--- config.mk ---
export PLATFORM = sky130hd
export DESIGN_NAME = mult_prod_accumulator
export DESIGN_NICKNAME = d
export VERILOG_FILES = /design/src/rtl/mult_acc_pkg.sv /design/src/rtl/acc_add_ovf.sv /design/src/rtl/mult_prod_accumulator.sv
export SDC_FILE = /design/constraint.sdc
export NUM_CORES = 1
export LEC_CHECK = 0
export BUFFER_PORTS_ARGS = -buffer_cell sky130_fd_sc_hd__buf_4
export CAP_MARGIN = 20
export CORE_ASPECT_RATIO = 1.4
export CORE_UTILIZATION = 45
export DETAILED_ROUTE_END_ITERATION = 6
export HOLD_SLACK_MARGIN = 0.05
export PLACE_DENSITY = 0.66
export SLEW_MARGIN = 20
export SYNTH_ARGS = -nofsm -noshare
export SYNTH_HDL_FRONTEND = slang
export SYNTH_SLANG_ARGS = --single-unit
--- constraint.sdc ---
create_clock -name clk -period 2.8 [get_ports clk]
set_clock_uncertainty 0.1 [all_clocks]
set_input_delay 0.56 -clock clk [delete_from_list [all_inputs] [get_ports clk]]
set_output_delay 0.56 -clock clk [all_outputs]
set_load 0.01 [all_outputs]
--- src/rtl/mult_acc_pkg.sv ---
// Shared types, default widths and parameter legality check for the
// product accumulator slice.
package mult_acc_pkg;

  typedef enum logic {
    ACCUM = 1'b0,
    HOLD  = 1'b1
  } state_e;

  localparam int DEF_PROD_W = 8;
  localparam int DEF_ACC_W  = 16;

  // Term counter must hold N_TERMS without wrapping; accumulator needs at
  // least one bit of headroom over a single product.
  function automatic bit params_legal(input int prod_w, input int acc_w,
                                      input int n_terms, input int cnt_w);
    bit ok;
    ok = (prod_w >= 1) && (acc_w >= prod_w + 1) &&
         (n_terms >= 1) && (n_terms <= 255) &&
         (cnt_w >= 1) && (cnt_w <= 30);
    if (ok) ok = ((1 << cnt_w) > n_terms);
    return ok;
  endfunction

endpackage

--- src/rtl/acc_add_ovf.sv ---
// Running-sum adder: ACC_W accumulator plus zero-extended PROD_W product,
// with the carry-out exposed for overflow tracking.
module acc_add_ovf
  import mult_acc_pkg::*;
#(
  parameter int PROD_W = DEF_PROD_W,
  parameter int ACC_W  = DEF_ACC_W
) (
  input  logic [ACC_W-1:0]  a,
  input  logic [PROD_W-1:0] b,
  output logic [ACC_W-1:0]  sum,
  output logic              carry
);

  assign {carry, sum} = {1'b0, a} + {{(ACC_W + 1 - PROD_W){1'b0}}, b};

endmodule

--- src/rtl/mult_prod_accumulator.sv ---
// Accumulates groups of multiplier products into one wide sum per group,
// with valid/ready handshakes on both the product and result sides.
module mult_prod_accumulator
  import mult_acc_pkg::*;
#(
  parameter int PROD_W  = DEF_PROD_W,
  parameter int ACC_W   = DEF_ACC_W,
  parameter int N_TERMS = 4,
  parameter int CNT_W   = 8
) (
  input  logic              clk,
  input  logic              rst,
  input  logic [PROD_W-1:0] prod_i,
  input  logic              prod_valid_i,
  input  logic              prod_last_i,
  output logic              prod_ready_o,
  input  logic              clear_i,
  output logic [ACC_W-1:0]  acc_o,
  output logic              acc_ovf_o,
  output logic [CNT_W-1:0]  acc_cnt_o,
  output logic              acc_valid_o,
  input  logic              acc_ready_i
);

  if (!params_legal(PROD_W, ACC_W, N_TERMS, CNT_W)) begin : g_param_check
    $error("mult_prod_accumulator: illegal PROD_W/ACC_W/N_TERMS/CNT_W");
  end

  state_e             state_q, state_d;
  logic [ACC_W-1:0]   sum_q, sum_d;
  logic [CNT_W-1:0]   cnt_q, cnt_d;
  logic               ovf_q, ovf_d;
  logic [ACC_W-1:0]   res_sum_q, res_sum_d;
  logic               res_ovf_q, res_ovf_d;
  logic [CNT_W-1:0]   res_cnt_q, res_cnt_d;

  logic [ACC_W-1:0]   add_sum;
  logic               add_carry;
  logic [CNT_W-1:0]   cnt_inc;
  logic               in_hs;
  logic               out_hs;
  logic               closes;

  // The running sum is always zero while a result is held, so the same
  // adder serves both a continuing group and a group started from HOLD.
  acc_add_ovf #(
    .PROD_W (PROD_W),
    .ACC_W  (ACC_W)
  ) u_add (
    .a     (sum_q),
    .b     (prod_i),
    .sum   (add_sum),
    .carry (add_carry)
  );

  assign acc_valid_o = (state_q == HOLD);
  assign acc_o       = res_sum_q;
  assign acc_ovf_o   = res_ovf_q;
  assign acc_cnt_o   = res_cnt_q;

  always_comb begin
    prod_ready_o = 1'b1;
    if (rst || clear_i)       prod_ready_o = 1'b0;
    else if (state_q == HOLD) prod_ready_o = acc_ready_i;
  end

  assign in_hs   = prod_valid_i & prod_ready_o;
  assign out_hs  = acc_valid_o & acc_ready_i;
  assign cnt_inc = cnt_q + CNT_W'(1);
  assign closes  = (cnt_inc == CNT_W'(N_TERMS)) | prod_last_i;

  // NOTE: every signal gets its hold value first so no path through this
  // block leaves one unassigned, which would otherwise infer a latch.
  always_comb begin
    state_d   = state_q;
    sum_d     = sum_q;
    cnt_d     = cnt_q;
    ovf_d     = ovf_q;
    res_sum_d = res_sum_q;
    res_ovf_d = res_ovf_q;
    res_cnt_d = res_cnt_q;

    if (in_hs) begin
      // In HOLD an accepted product implies the result left the same cycle.
      if (closes) begin
        res_sum_d = add_sum;
        res_ovf_d = ovf_q | add_carry;
        res_cnt_d = cnt_inc;
        sum_d     = '0;
        cnt_d     = '0;
        ovf_d     = 1'b0;
        state_d   = HOLD;
      end else begin
        sum_d   = add_sum;
        cnt_d   = cnt_inc;
        ovf_d   = ovf_q | add_carry;
        state_d = ACCUM;
      end
    end else begin
      if (clear_i) begin
        sum_d = '0;
        cnt_d = '0;
        ovf_d = 1'b0;
      end
      if (out_hs) state_d = ACCUM;
    end
  end

  // NOTE: state uses non-blocking assignments so every register samples
  // the pre-edge values regardless of statement order. The result
  // registers are reset too because they drive visible outputs.
  always_ff @(posedge clk) begin
    if (rst) begin
      state_q   <= ACCUM;
      sum_q     <= '0;
      cnt_q     <= '0;
      ovf_q     <= 1'b0;
      res_sum_q <= '0;
      res_ovf_q <= 1'b0;
      res_cnt_q <= '0;
    end else begin
      state_q   <= state_d;
      sum_q     <= sum_d;
      cnt_q     <= cnt_d;
      ovf_q     <= ovf_d;
      res_sum_q <= res_sum_d;
      res_ovf_q <= res_ovf_d;
      res_cnt_q <= res_cnt_d;
    end
  end

endmodule

==> results of run 1 <==
==> cell usage after synthesis (3+ instances only) <==
| master | count | share of area [%] |
|---|---|---|
| a211oi_1 | 10 | 2.8 |
| a21o_1 | 5 | 1.4 |
| a22oi_1 | 5 | 1.4 |
| nand3b_1 | 4 | 1.1 |
| a21oi_1 | 21 | 3.9 |
| nand2_1 | 37 | 5.1 |
| a31oi_1 | 4 | 0.92 |
| a311oi_1 | 3 | 0.97 |
| a211oi_2 | 3 | 1.4 |
| ha_1 | 9 | 4.1 |
| nand4_1 | 3 | 0.69 |
| nor3_1 | 13 | 2.4 |
| dfxtp_1 | 51 | 38 |
| o21ai_0 | 6 | 1.1 |
| xnor2_1 | 11 | 3.5 |
| nand2b_1 | 3 | 0.69 |
| a211o_1 | 4 | 1.3 |
| clkbuf_1 | 10 | 1.4 |
| nand3_1 | 22 | 4.0 |
| o211ai_1 | 6 | 1.7 |
| and3_1 | 6 | 1.4 |
| or3_1 | 6 | 1.4 |
| inv_1 | 4 | 0.55 |
| buf_2 | 8 | 1.5 |
| nor2_1 | 28 | 3.9 |
| o21ai_1 | 4 | 0.74 |
==> logic make-up after synthesis <==
logic type | count (synthesis) | synth area share, %
compound gates | 90 | 24.50
mux | 1 | 0.3677
flops | 51 | 37.50
simple gates | 131 | 23.94
fa+ha+maj | 10 | 4.871
xor+xnor | 13 | 4.182
buf+inv | 27 | 4.641
==> worst min-delay path, stage by stage, from the launching register on <==
cell and delay (ns):
dfxtp_1 0.32, nand2_1 0.05, a21oi_1 0.05
==> worst max path at each step <==
stage                           end  cells after the start  startpoint
final                     acc_o[14]                      9   prod_i[0]
after global routing       acc_o[8]                      9   prod_i[0]
after CTS                 acc_o[14]                      9   prod_i[0]
after detailed placement  acc_o[14]                      9   prod_i[0]
after global placement    acc_o[14]                      9   prod_i[0]
after floorplan           sum_q[10]                      7   prod_i[0]
==> per-stage QoR <==
| stage | setup slack [ns] | util (%) | instances |
|---|---|---|---|
| final | 0.4503 | 54.31 | 431 |
| after CTS | 0.4395 | 54.31 | 431 |
| after detailed placement | 0.1216 | 52.86 | 423 |
| after floorplan | 0.2007 | - | 323 |
| after global placement | 0.1496 | 52.86 | 423 |
| after global routing | 0.3367 | 54.31 | 431 |
==> routing by layer <==
metal  GRT usage (%)  vias up  share of wire, %
li1                -     1250                 -
met2           35.48       47                49
met5               0        -                 0
met4           11.17        0               2.3
met3           3.519       11               3.6
met1           26.95     1142                45
==> cell type report <==
type | instances | area, µm²
clock buffer | 6 | 72.57
timing repair buffer | 52 | 390.4
clock inverter | 2 | 12.51
fill | 584 | 2679
multi-input combinational | 245 | 1582
inverter | 5 | 18.77
tap | 70 | 87.58
sequential | 51 | 1021
==> report_power, final <==
part | internal [mW] | total [mW] | switching (mW) | leakage [nW]
sequential | 0.738 | 0.745 | 0.00734 | 0.412
clock | 0.176 | 0.432 | 0.257 | 0.0412
combinational | 0.0631 | 0.146 | 0.0829 | 0.713
==> state kept, by name, indices dropped and copies added (netlist names) <==
name	flops
cnt_q	8
acc_ovf_o	1
acc_valid_o	1
acc_o	16
acc_cnt_o	8
sum_q	16
ovf_q	1
==> metrics.cfg, run 1 <==
[outcome]
run_status=finished clean

[place]
dpl_cell_area_um2=3099
dp_hpwl_um=4536
port_buffers=40
routabilityCongestion=0.8283

[grt]
grt_pass1_wl_um=10580
overflow=0
grt_pass1_vias=2297
grt_max_degree=28
gr-usage-all-layers_pct=21.83
antenna_found_initial=0

[timing]
min_period_ns=2.350
hold_violations=0
relSlewSlack_pct=68.11
tns_ns=0
period_share_pct=83.92
fmax_ghz=0.4256
setup_viol=0
tightest_slew_ns=0.4752
hold-worst-slack_ns=0.3593
maxSlewViolCount=0
grt_setup_unrepaired=false

[clocking]
clkTransAtPathRegs_ns=0.10
cts_resized=0
hold_buffers=0
cts_buffers=5
cts_max_path_buffers=2
cts-htree-levels=2
clkLatencyLatePin_ns=0.31
cts_setup_buffers=0
root_buffer=clkbuf_8
cts_tree=done
clkSinkCount=51

[power_and_ir_drop]
power_mw=1.323
power_density_nw_per_um2=415.6
vdd_drop_max_v=0.0002293
p_leak_nw=1.167

[min_path]
hold_start=acc_o[4]
min_path_type=register to register
min_path_cells=2
min_to=acc_o[4]

[routing]
ant_nets=0
drt-total-wl_um=6301
drt_iter0_markers=173
drcViolationCount=0
wire_per_inst_um=14.62
num_vias=2450
dr.pass1.iters=4
via_per_inst=5.684

[critical_path]
path_cells=buf_4 > ha_1 > fa_1 > a21o_1 > a221oi_4 > buf_4 > a211oi_2 > xnor2_1 > a211oi_1
required_ns=2.94
worstReg2RegStart=sum_q[0]
worstPathMaxFanout=5
r2r_slack_ns=0.50
crit_path_frequent_cell=buf_4
critPathLaunchType=primary input
crit_arrival_ns=2.48
worst_setup_path_end_kind=register
max_stage_delay_ns=0.41
r2r-end=acc_o[14]
r2r_cells=8
cpMaxStageDelayCell=fa_1
critPathKind=primary input to register
worst-path-buf-inv=2
crit_family=compound AO/OA/AOI/OAI gates

[die]
die_area_um2=6370
die_w_um=67.74
fp.dieH_um=94.04
start_util_pct=46.44
core_um2=5863
ios=41
rows=33

[layout]
final_cell_mix=buf_4, dfxtp_1, nand2_1
drive_gt1_share_pct=19.94
fin_nets=384
n_antenna_cell=0
areaGrowthSynthToFinish_pct=16.96
layout_commonest_cell=buf_4
fin_area_um2=3184

[logic_synthesis]
synth-edff-count=0
seq_area_frac_synth_pct=37.50
synth_nets=347
synth_async_sr_flop_share_pct=0
ys.flop_type=dfxtp_1
synthDistinctLibCells=56
ys_ff_latch=51
syn_inst=323
syn_area_per_cell_um2=8.429
synth_area_um2=2723
ys_warn_count=0

[flow_run]
cap_violations=0

No activity file was read; power rests on OpenSTA's default activity.
==> run 2: changes to the inputs <==
--- a/config.mk
+++ b/config.mk
@@ -5,6 +5,7 @@
 export SDC_FILE = /design/constraint.sdc
 export NUM_CORES = 1
 export LEC_CHECK = 0
+export ABC_AREA = 1
 export BUFFER_PORTS_ARGS = -buffer_cell sky130_fd_sc_hd__buf_4
 export CAP_MARGIN = 20
 export CORE_ASPECT_RATIO = 1.4
==> constraint.sdc (replaced) <==
create_clock -name clk -period 2.4 [get_ports clk]
set_clock_uncertainty 0.1 [all_clocks]
set_input_delay 0.48 -clock clk [delete_from_list [all_inputs] [get_ports clk]]
set_output_delay 0.48 -clock clk [all_outputs]
set_load 0.01 [all_outputs]
==> run 2 against run 1 <==
Compared with the run above:
- worst setup slack worse by 0.12 ns
- sequential share of layout area is 2.5 points lower
- first-iteration DRC count is 4.0% lower
- non-clock buffer count is 4 lower
- highest routed layer unchanged
==> metrics.cfg, run 2 <==
[die]
fp.dieH_um=97.60  ; +3.8%
die_area_um2=6860  ; +7.7%
start_util_pct=46.98  ; +0.54 points
core_um2=6254  ; +6.7%
die_w_um=70.29  ; +3.8%
ios=41  ; unchanged
rows=34  ; +3.0%

[layout]
fin_area_um2=3452  ; +8.4%
final_cell_mix=nand2_1, nor2_1, inv_1
postLayoutCoreUtil_pct=55.20  ; +0.89 points
fin_nets=534  ; +39%
layout_commonest_cell=nand2_1
areaGrowthSynthToFinish_pct=17.50
n_antenna_cell=0  ; unchanged
drive_gt1_share_pct=12.92  ; -7.0 points

[timing]
tightest_slew_ns=0.3560  ; -0.1191 ns
relSlewSlack_pct=76.05  ; +7.9 points
setup_viol=0  ; unchanged
hold_violations=0  ; unchanged
maxSlewViolCount=0  ; unchanged
grt_setup_unrepaired=false
tns_ns=0  ; unchanged
min_period_ns=2.067
period_share_pct=86.11
fmax_ghz=0.4839
hold-worst-slack_ns=0.3611  ; +0.001789 ns

[logic_synthesis]
syn_inst=471  ; +46%
seq_area_frac_synth_pct=34.75  ; -2.7 points
ys.flop_type=dfxtp_1
yosysMostFrequentCell=nand2_1
synth_top_cells_by_count=nand2_1, nor2_1, inv_1
synth_area_leaders=dfxtp_1, nand2_1, nor2_1
synth_nets=495  ; +43%
synth-edff-count=0  ; unchanged
synthDistinctLibCells=30  ; -46%
ys_warn_count=0  ; unchanged
synth_top_area_share_pct=34.75  ; -2.7 points
synth_top_cell_by_area=dfxtp_1
synth_async_sr_flop_share_pct=0  ; unchanged
syn_area_per_cell_um2=6.237  ; -26%
synth_area_um2=2938  ; +7.9%
ys_ff_latch=51  ; unchanged

[routing]
wire_per_inst_um=12.04  ; -18%
dr.pass1.iters=4  ; unchanged
via_per_inst=4.940  ; -13%
ant_nets=0  ; unchanged
drt-total-wl_um=7019  ; +11%
num_vias=2880  ; +18%
drcViolationCount=0  ; unchanged
drt_iter0_markers=166  ; -4.0%

[clocking]
cts_tree=done
clkTransAtPathRegs_ns=0.11  ; about the same
hold_buffers=0  ; unchanged
cts_buffers=5  ; unchanged
root_buffer=clkbuf_8
cts-htree-levels=2  ; unchanged
clkSinkCount=51  ; unchanged
clkLatencyLatePin_ns=0.31  ; about the same
cts_max_path_buffers=2  ; unchanged

[grt]
grt_pass1_wl_um=12030  ; +14%
gr-usage-all-layers_pct=21.90  ; +0.068 points
antenna_found_initial=0  ; unchanged
overflow=0  ; unchanged
grt_max_degree=31  ; +11%
grt_pass1_vias=2705  ; +18%

[critical_path]
critPathLaunchType=register
worst_setup_path_end_kind=register
max_stage_delay_ns=0.39  ; -0.02 ns
path_cells=ha_1 > nand2_1 > inv_2 > nand2_1 > nand2_1 > nand2_1 > nor2_1 > nand2_2 > nand2_4 > nand2_8 > inv_4 > nor2_1 > nor2_1
worstPathMaxFanout=30  ; +25
cpMaxStageDelayCell=dfxtp_1
worstSetupStartpoint=cnt_q[0]
crit_arrival_ns=2.22  ; -0.26 ns
worstReg2RegStart=cnt_q[0]
required_ns=2.55  ; -0.39 ns
critPathKind=register to register
crit_path_frequent_cell=nand2_1

[power_and_ir_drop]
p_seq_share_pct=48.2  ; -8.1 points
p_clk_share_pct=41.0  ; +8.3 points
vdd_drop_max_v=0.0005359  ; +130%
p_int_mw=1.365  ; +40%
netSwitchingPower_mw=0.4461  ; +29%
power_density_nw_per_um2=524.6  ; +26%
p_leak_nw=1.664  ; +43%
combPwrFrac_pct=10.8  ; -0.2 points
p_sw_share_pct=24.63  ; -1.6 points

[flow_run]
cap_violations=0  ; unchanged

[place]
port_buffers=40  ; unchanged
routabilityCongestion=0.8719  ; +5.3%
dp_hpwl_um=5297  ; +17%
dpl_cell_area_um2=3301  ; +6.5%

[min_path]
min_path_type=primary input to register
hold_start=acc_ready_i

[outcome]
run_status=finished clean

[run 2: cell count changes in the layout (fill, tap and decap cells not counted), sizes merged, moves of 8 or more]
cell / change
a211oi: -13
inv: +52
nand2: +108
nand3: +27
nor2: +60
nor3: -12
xnor2: -8
[run 2: final timing paths]
kind / end / slack (ns) / cells after the start
hold / removal: acc_valid_o / 0.36 / 4
setup reg to reg: acc_o[5] / 0.33 / 13
setup / recovery: acc_o[5] / 0.33 / 13
hold reg to reg: ovf_q / 0.37 / 2
[run 2: routing by layer]
metal / vias to the layer above / wire, µm / GRT usage, %
li1: 1540 / - / -
met1: 1273 / 2911 / 24.68
met2: 57 / 3760 / 40.44
met3: 10 / 222 / 3.112
met4: 0 / 125 / 8.462
met5: - / 0 / 0
[run 2: logic make-up after synthesis]
logic type      share of synthesized area (%)
compound gates                          6.176
buf+inv                                 10.14
simple gates                            41.44
xor+xnor                                2.981
flops                                   34.75
fa+ha+maj                               4.515
[run 2: what timing repair did]
| item | 4_1_cts | 5_1_grt |
|---|---|---|
| setup endpoints to repair | 0 | 14 |
| resized for setup | 0 | 3 |
| setup buffers | 0 | 0 |
[run 2: worst max-delay path: cells and delay by family, from the launching register on]
kind / cells / cell delay (ns)
simple gates: 10 / 1.04
flops: 1 / 0.39
buf+inv: 2 / 0.25
fa+ha+maj: 1 / 0.22
[run 2: area by class of cell]
type / instances / area, µm²
clock buffer: 5 / 68.82
clock inverter: 3 / 71.32
fill: 634 / 2801
inverter: 56 / 212.7
multi-input combinational: 348 / 1628
sequential: 51 / 1021
tap: 72 / 90.09
timing repair buffer: 48 / 360.3
[run 2: power groups by stage]
stage          sequential [mW]  combinational (mW)  clock (mW)
2_1_floorplan            0.899               0.111           0
3_3_place_gp             0.892               0.193           0
3_5_place_dp             0.893               0.195           0
4_1_cts                  0.873               0.196       0.761
5_1_grt                  0.876               0.220       0.792
6_report                 0.873               0.195       0.742
[run 2: metrics by stage]
stage | setup slack (ns) | cells | total power [mW]
final | 0.3332 | 583 | 1.811
after floorplan | 0.3112 | 471 | 1.010
after global placement | 0.06848 | 575 | 1.085
after CTS | 0.1547 | 583 | 1.830
after global routing | 0.01402 | 583 | 1.887
after detailed placement | 0.06552 | 575 | 1.087
